$ cat src/rtl/mem_dma.sv
// mem_dma: block copy / fill engine driving a dual-port word memory.
//
// Port 0 of the memory is used only for reads and port 1 only for writes.
// A request is sampled in IDLE on iw_start. Copy moves iw_len words from
// iw_src to iw_dst, and fill writes iw_pattern to iw_len words at iw_dst.
// All address arithmetic wraps modulo the memory depth (4096 words).
//
// Ports
//   iw_clk, iw_rst          clock, synchronous active-high reset
//   iw_start                request strobe (sampled in IDLE only)
//   iw_mode                 0 = copy, 1 = fill
//   iw_src, iw_dst          source / destination base addresses
//   iw_len                  word count 0..4096 (larger values are rejected)
//   iw_pattern              fill word
//   or_busy                 transfer in progress
//   or_done                 one-cycle completion pulse
//   or_err                  one-cycle reject pulse, coincident with or_done
//   or_we, or_addr,         memory port controls; index 0 = read port,
//   or_wdata                index 1 = write port
//   iw_rdata                memory read data; only index 0 is used, and it
//                           reflects or_addr[0] by the following clock edge

package mem_dma_pkg;
    localparam int HBIT_ADDR = 11;  // 4096-word memory
    localparam int HBIT_DATA = 23;  // 24-bit words
endpackage

module mem_dma
    import mem_dma_pkg::*;
(
    input  logic                 iw_clk,
    input  logic                 iw_rst,
    input  logic                 iw_start,
    input  logic                 iw_mode,
    input  logic [HBIT_ADDR:0]   iw_src,
    input  logic [HBIT_ADDR:0]   iw_dst,
    input  logic [HBIT_ADDR+1:0] iw_len,
    input  logic [HBIT_DATA:0]   iw_pattern,
    output logic                 or_busy,
    output logic                 or_done,
    output logic                 or_err,
    output logic [0:1]           or_we,
    output logic [HBIT_ADDR:0]   or_addr  [0:1],
    output logic [HBIT_DATA:0]   or_wdata [0:1],
    input  logic [HBIT_DATA:0]   iw_rdata [0:1]
);

    localparam int AW = HBIT_ADDR + 1;
    localparam int LW = HBIT_ADDR + 2;

    typedef enum logic [2:0] {
        S_IDLE,
        S_PRIME,
        S_COPY,
        S_FILL,
        S_FIN
    } state_t;

    state_t              state_q, state_d;
    logic [AW-1:0]       src_q, src_d;
    logic [AW-1:0]       dst_q, dst_d;
    logic [LW-1:0]       len_q, len_d;
    logic [HBIT_DATA:0]  pat_q, pat_d;
    logic                rej_q, rej_d;
    logic [LW-1:0]       cnt_q, cnt_d;
    logic                busy_q, busy_d;
    logic                done_q, done_d;
    logic                err_q, err_d;
    logic                we1_q, we1_d;
    logic [AW-1:0]       raddr_q, raddr_d;
    logic [AW-1:0]       waddr_q, waddr_d;
    logic [HBIT_DATA:0]  wdata_q, wdata_d;

    logic [AW-1:0]       diff;
    logic                reject;
    logic                last;
    logic [HBIT_DATA:0]  unused_rdata1;

    assign unused_rdata1 = iw_rdata[1];

    // Forward overlap: the destination starts inside the source window, so
    // an ascending copy would overwrite source words before reading them.
    assign diff   = iw_dst - iw_src;
    assign reject = (iw_len > LW'(4096)) ||
                    (!iw_mode && (diff != '0) && ({1'b0, diff} < iw_len));

    // cnt_q counts writes already issued; len_q is nonzero in COPY/FILL.
    assign last = (cnt_q == len_q - LW'(1));

    // State and output registers
    always_ff @(posedge iw_clk) begin
        if (iw_rst) begin
            state_q <= S_IDLE;
            src_q   <= '0;
            dst_q   <= '0;
            len_q   <= '0;
            pat_q   <= '0;
            rej_q   <= 1'b0;
            cnt_q   <= '0;
            busy_q  <= 1'b0;
            done_q  <= 1'b0;
            err_q   <= 1'b0;
            we1_q   <= 1'b0;
            raddr_q <= '0;
            waddr_q <= '0;
            wdata_q <= '0;
        end else begin
            state_q <= state_d;
            src_q   <= src_d;
            dst_q   <= dst_d;
            len_q   <= len_d;
            pat_q   <= pat_d;
            rej_q   <= rej_d;
            cnt_q   <= cnt_d;
            busy_q  <= busy_d;
            done_q  <= done_d;
            err_q   <= err_d;
            we1_q   <= we1_d;
            raddr_q <= raddr_d;
            waddr_q <= waddr_d;
            wdata_q <= wdata_d;
        end
    end

    // Next-state logic
    always_comb begin
        state_d = state_q;
        case (state_q)
            S_IDLE: begin
                if (iw_start) begin
                    if (reject || (iw_len == '0)) state_d = S_FIN;
                    else if (iw_mode)             state_d = S_FILL;
                    else                          state_d = S_PRIME;
                end
            end
            S_PRIME: state_d = S_COPY;
            S_COPY:  if (last) state_d = S_FIN;
            S_FILL:  if (last) state_d = S_FIN;
            S_FIN:   state_d = S_IDLE;
            default: state_d = S_IDLE;
        endcase
    end

    // Output / datapath next values
    always_comb begin
        src_d   = src_q;
        dst_d   = dst_q;
        len_d   = len_q;
        pat_d   = pat_q;
        rej_d   = rej_q;
        cnt_d   = cnt_q;
        busy_d  = busy_q;
        done_d  = 1'b0;
        err_d   = 1'b0;
        we1_d   = we1_q;
        raddr_d = raddr_q;
        waddr_d = waddr_q;
        wdata_d = wdata_q;
        case (state_q)
            S_IDLE: begin
                we1_d = 1'b0;
                if (iw_start) begin
                    src_d  = iw_src;
                    dst_d  = iw_dst;
                    len_d  = iw_len;
                    pat_d  = iw_pattern;
                    rej_d  = reject;
                    cnt_d  = '0;
                    busy_d = 1'b1;
                end
            end
            S_PRIME: begin
                raddr_d = src_q;
            end
            S_COPY: begin
                // Write the word fetched by the previous read address.
                we1_d   = 1'b1;
                waddr_d = dst_q + cnt_q[AW-1:0];
                wdata_d = iw_rdata[0];
                cnt_d   = cnt_q + LW'(1);
                if (!last) raddr_d = src_q + cnt_q[AW-1:0] + AW'(1);
            end
            S_FILL: begin
                we1_d   = 1'b1;
                waddr_d = dst_q + cnt_q[AW-1:0];
                wdata_d = pat_q;
                cnt_d   = cnt_q + LW'(1);
            end
            S_FIN: begin
                we1_d  = 1'b0;
                done_d = 1'b1;
                err_d  = rej_q;
                busy_d = 1'b0;
            end
            default: begin
                we1_d  = 1'b0;
                busy_d = 1'b0;
            end
        endcase
    end

    assign or_busy     = busy_q;
    assign or_done     = done_q;
    assign or_err      = err_q;
    assign or_we[0]    = 1'b0;
    assign or_we[1]    = we1_q;
    assign or_addr[0]  = raddr_q;
    assign or_addr[1]  = waddr_q;
    assign or_wdata[0] = '0;
    assign or_wdata[1] = wdata_q;

endmodule

$ cat config.mk
export PLATFORM = sky130hd
export DESIGN_NAME = mem_dma
export DESIGN_NICKNAME = d
export VERILOG_FILES = /design/src/rtl/mem_dma.sv
export SDC_FILE = /design/constraint.sdc
export NUM_CORES = 1
export LEC_CHECK = 0
export CAP_MARGIN = 20
export CORE_UTILIZATION = 54
export DETAILED_ROUTE_END_ITERATION = 8
export GPL_ROUTABILITY_DRIVEN = 0
export PLACE_DENSITY = 0.84
export SLEW_MARGIN = 20
export SYNTH_ARGS = -nofsm -noshare
export SYNTH_HDL_FRONTEND = slang
export SYNTH_SLANG_ARGS = --single-unit
$ cat constraint.sdc
create_clock -name iw_clk -period 9.34 [get_ports iw_clk]
set_clock_uncertainty 0.2 [all_clocks]
set_input_delay 1.868 -clock iw_clk [delete_from_list [all_inputs] [get_ports iw_clk]]
set_output_delay 1.868 -clock iw_clk [all_outputs]
set_load 0.01 [all_outputs]
==> flow_summary.yaml <==
synth:
  yosysSeqAreaShare: 0.347
  netlist_instances: 939
  synthMuxAreaShare: 0.0387
  synth_fa_ha_area_frac: 0.0848
  ys_ff_latch: 130
  ys_warn_count: 0
  synth_cell_types: 68
  synth_compound_area_frac: 0.198
  synth-edff-count: 0
  synth_area_um2: 7490
  synth_xor_area_frac: 0.0479
  synth-simple-area-share: 0.208
  syn-mean-instance-area_um2: 7.98
  synth_top_family_by_area: "simple AND/OR/NAND/NOR gates"
  ys.flop_type: "dfxtp_1"
  synthArstFlopShare: 0
power_and_ir_drop:
  p_sw_frac: 0.298
  internal-power_mw: 1.20
  p_seq_frac: 0.379
  power.leakage_nw: 3.65
  power_density_nw_per_um2: 180
  ir_drop_mv: 0.129
  pwr-share-comb: 0.227
  pwr-share-clk: 0.393
  p_switching_uw: 508
worst_setup_path:
  rr_worst_depth: 9
  r2r_slack_ns: 5.94
  crit_chain: "clkdlybuf4s50_1 > inv_1 > ha_1 > nor2b_1 > o2111ai_1 > nand4b_1 > a31o_2 > a21oi_1 > xor2_1 > inv_1 > ha_1 > a21o_1 > a21oi_1 > a21oi_1 > a311oi_1 > o221a_2"
  critPathLaunchType: "primary input"
  endpoint: "rej_q"
  cp-startpoint: "iw_src[2]"
  worstSetupPathType: "primary input to register"
  arrival_ns: 5.82
  r2r-end: "raddr_q[11]"
  worstPathMaxFanout: 4
  path_common_cell: "a21oi_1"
  cpMaxStageDelayCell: "a311oi_1"
  critPathCaptureType: "register"
  r2r-start: "cnt_q[2]"
  cpPeakStageDelay_ns: 0.68
  crit_required_ns: 9.50
routing:
  drc: 0
  drt_iter0_markers: 592
  firstDrtPassIters: 5
  num_vias: 7102
  wl_per_cell_um: 15.6
  routed_via_density: 5.72
  antenna_left: 0
  drt-total-wl_um: 19400
floorplan:
  die-area_um2: 14400
  initial_core_util: 0.559
  ios: 190
  fp.coreArea_um2: 13400
  rows: 42
  die_width_um: 120
  die_h_um: 120
cts:
  clock_sinks: 130
  cts_resized: 0
  tritoncts: "done"
  clk_latency_ns: 0.41
  clockBufferDepth: 2
  post-cts-setup-buffers: 0
  clk_transition_reported_paths_ns: 0.06
  cts-root-buf: "clkbuf_16"
  cts_buffers: 17
  cts.htree.levels: 4
  ctsHoldBuffers: 0
cells_and_area:
  layout-drive-gt1-share: 0.0629
  multi_input_area_um2: 4430
  fin_area_um2: 9470
  antenna_cells: 0
  nets: 1215
  fill_cells: 1052
  areaGrowthSynthToFinish_pct: 26.4
  regArea_um2: 2600
sta:
  post-route-period-util: 0.606
  period_minus_slack_ns: 5.66
  slew_headroom: 0.352
  tightestPinTransition_ns: 0.972
  rsz0062_at_grt: "no"
  finalSetupViolations: 0
  setup_tns_ns: 0
  max_freq_mhz: 177
  report.final.slew_viol_count: 0
  finalHoldViolCount: 0
placed_design:
  placed_area_um2: 8870
  hpwl_um: 13600
  portBuffers: 140
grt:
  grt.overflow.total: 0
  track_usage: 0.274
  grt_max_degree: 69
  grt_pass1_vias: 6561
  antenna_found_initial: 0
  grt_pass1_wl_um: 31400
flow_run:
  maxCapViolations: 0
status:
  status: "completed"
worst_hold_path:
  hp-class: "register to register"
[flip-flops by register name (all words and copies together) (netlist names)]
signal and cells:
or_err 1, raddr_q 12, or_done 1, or_busy 1, pat_q 24, we1_q 1
wdata_q 24, len_q 13, src_q 12, waddr_q 12, rej_q 1, state_q 3
dst_q 12, cnt_q 13
[per-stage QoR]
step                      hold WS (ns)  power, mW  worst slack (ns)  utilization  cells
after floorplan                  0.231      0.908              4.49            -    963
after global placement           0.239       1.03              3.42        0.662   1210
after detailed placement         0.246       1.04              3.30        0.662   1210
after CTS                        0.253       1.71              3.72        0.707   1242
after global routing             0.270       1.78              3.48        0.707   1242
final                            0.247       1.70              3.68        0.707   1242
[how the worst min path moves through the flow]
| stage | start | endpoint | slack, ns | cells after the start |
|---|---|---|---|---|
| floorplan | rej_q | or_err | 0.23 | 1 |
| global placement | waddr_q[7] | waddr_q[7] | 0.24 | 2 |
| detailed placement | waddr_q[5] | waddr_q[5] | 0.25 | 2 |
| finish | waddr_q[5] | waddr_q[5] | 0.25 | 2 |
| CTS | waddr_q[5] | waddr_q[5] | 0.25 | 2 |
| global route | waddr_q[9] | waddr_q[9] | 0.27 | 2 |
[power by group through the flow]
stage                     Sequential [mW]  Combinational (mW)  Clock (mW)
after detailed placement            0.657               0.381           0
after floorplan                     0.646               0.261           0
after CTS                           0.646               0.385       0.675
after global placement              0.655               0.372           0
after global routing                0.652               0.426       0.705
final                               0.647               0.387       0.670
[layout make-up]
cell class                 instances  share of cell area
clock buffer                      19              0.0478
clock inverter                    13              0.0159
inverter                          44              0.0174
multi-input combinational        714               0.468
sequential                       130               0.275
tap                              176              0.0233
timing repair buffer             146               0.152
[logic make-up after synthesis]
group,after synthesis
flops,130
compound gates,228
xor+xnor,41
other cells,1
buf+inv,119
simple gates,342
mux,29
fa+ha+maj,49
[synth_stat cells (all sizes together) (3+ instances only)]
| master | count | area share |
|---|---|---|
| or4b | 3 | 0.0040 |
| a311oi | 9 | 0.016 |
| xnor2 | 28 | 0.033 |
| and3 | 3 | 0.0025 |
| nor2 | 80 | 0.042 |
| o31a | 3 | 0.0035 |
| clkbuf | 33 | 0.017 |
| dfxtp | 130 | 0.35 |
| nand3 | 8 | 0.0053 |
| buf | 42 | 0.036 |
| nand2 | 172 | 0.086 |
| or3 | 13 | 0.012 |
| o21a | 5 | 0.0050 |
| nand2b | 8 | 0.0067 |
| nand4 | 4 | 0.0033 |
| xor2 | 13 | 0.015 |
| nand3b | 3 | 0.0030 |
| fa | 3 | 0.0080 |
| o21bai | 3 | 0.0030 |
| o21ai | 32 | 0.021 |
| a21oi | 102 | 0.068 |
| nor4 | 7 | 0.0058 |
| o211ai | 4 | 0.0047 |
| or2 | 3 | 0.0025 |
| and2 | 4 | 0.0033 |
| nor3 | 14 | 0.0094 |
| or4 | 3 | 0.0035 |
| o31ai | 3 | 0.0030 |
| o41ai | 3 | 0.0035 |
| a31oi | 4 | 0.0033 |
| mux2i | 29 | 0.039 |
| a211oi | 32 | 0.033 |
| nor2b | 7 | 0.0058 |
| a32oi | 3 | 0.0035 |
| nor4b | 6 | 0.0090 |
| ha | 46 | 0.077 |
| a21o | 6 | 0.0060 |
| inv | 44 | 0.022 |
| o2111ai | 4 | 0.0047 |
[layout by cell type, fill, tap and decap left out, types with 4 or more instances in the layout]
cell and count:
nor2_2 5, o21ai_0 29, clkdlybuf4s50_1 139, nor2b_1 6
a311oi_2 6, nand4_1 4, ha_1 46, nand2_1 172
nand2b_1 8, o2111ai_1 4, inv_1 44, a21o_1 6
xor2_1 13, and2_1 4, dfxtp_1 129, inv_6 4
nor4_1 7, mux2i_1 29, clkbuf_16 17, or3_1 12
buf_4 7, a211oi_1 30, xnor2_1 28, o21a_1 5
nor4b_1 4, clkinvlp_4 4, nand3_1 8, conb_1 25
a21oi_1 102, nor3_1 14, nor2_1 75, a31oi_1 4
[worst max-delay path, delay by kind of cell]
family	cells	cell delay (ns)
compound gates	8	2.13
xor+xnor	1	0.22
fa+ha+maj	2	0.63
buf+inv	3	0.61
simple gates	2	0.37
[layer usage]
metal	vias up	track usage	wire (um)	part of all wire
met5	-	0	0	0
met4	0	0.115	521	0.027
met3	47	0.0471	1300	0.067
met2	291	0.435	8950	0.46
met1	3311	0.367	8600	0.44
li1	3453	-	-	-
Power figures use the tool's default switching activity.
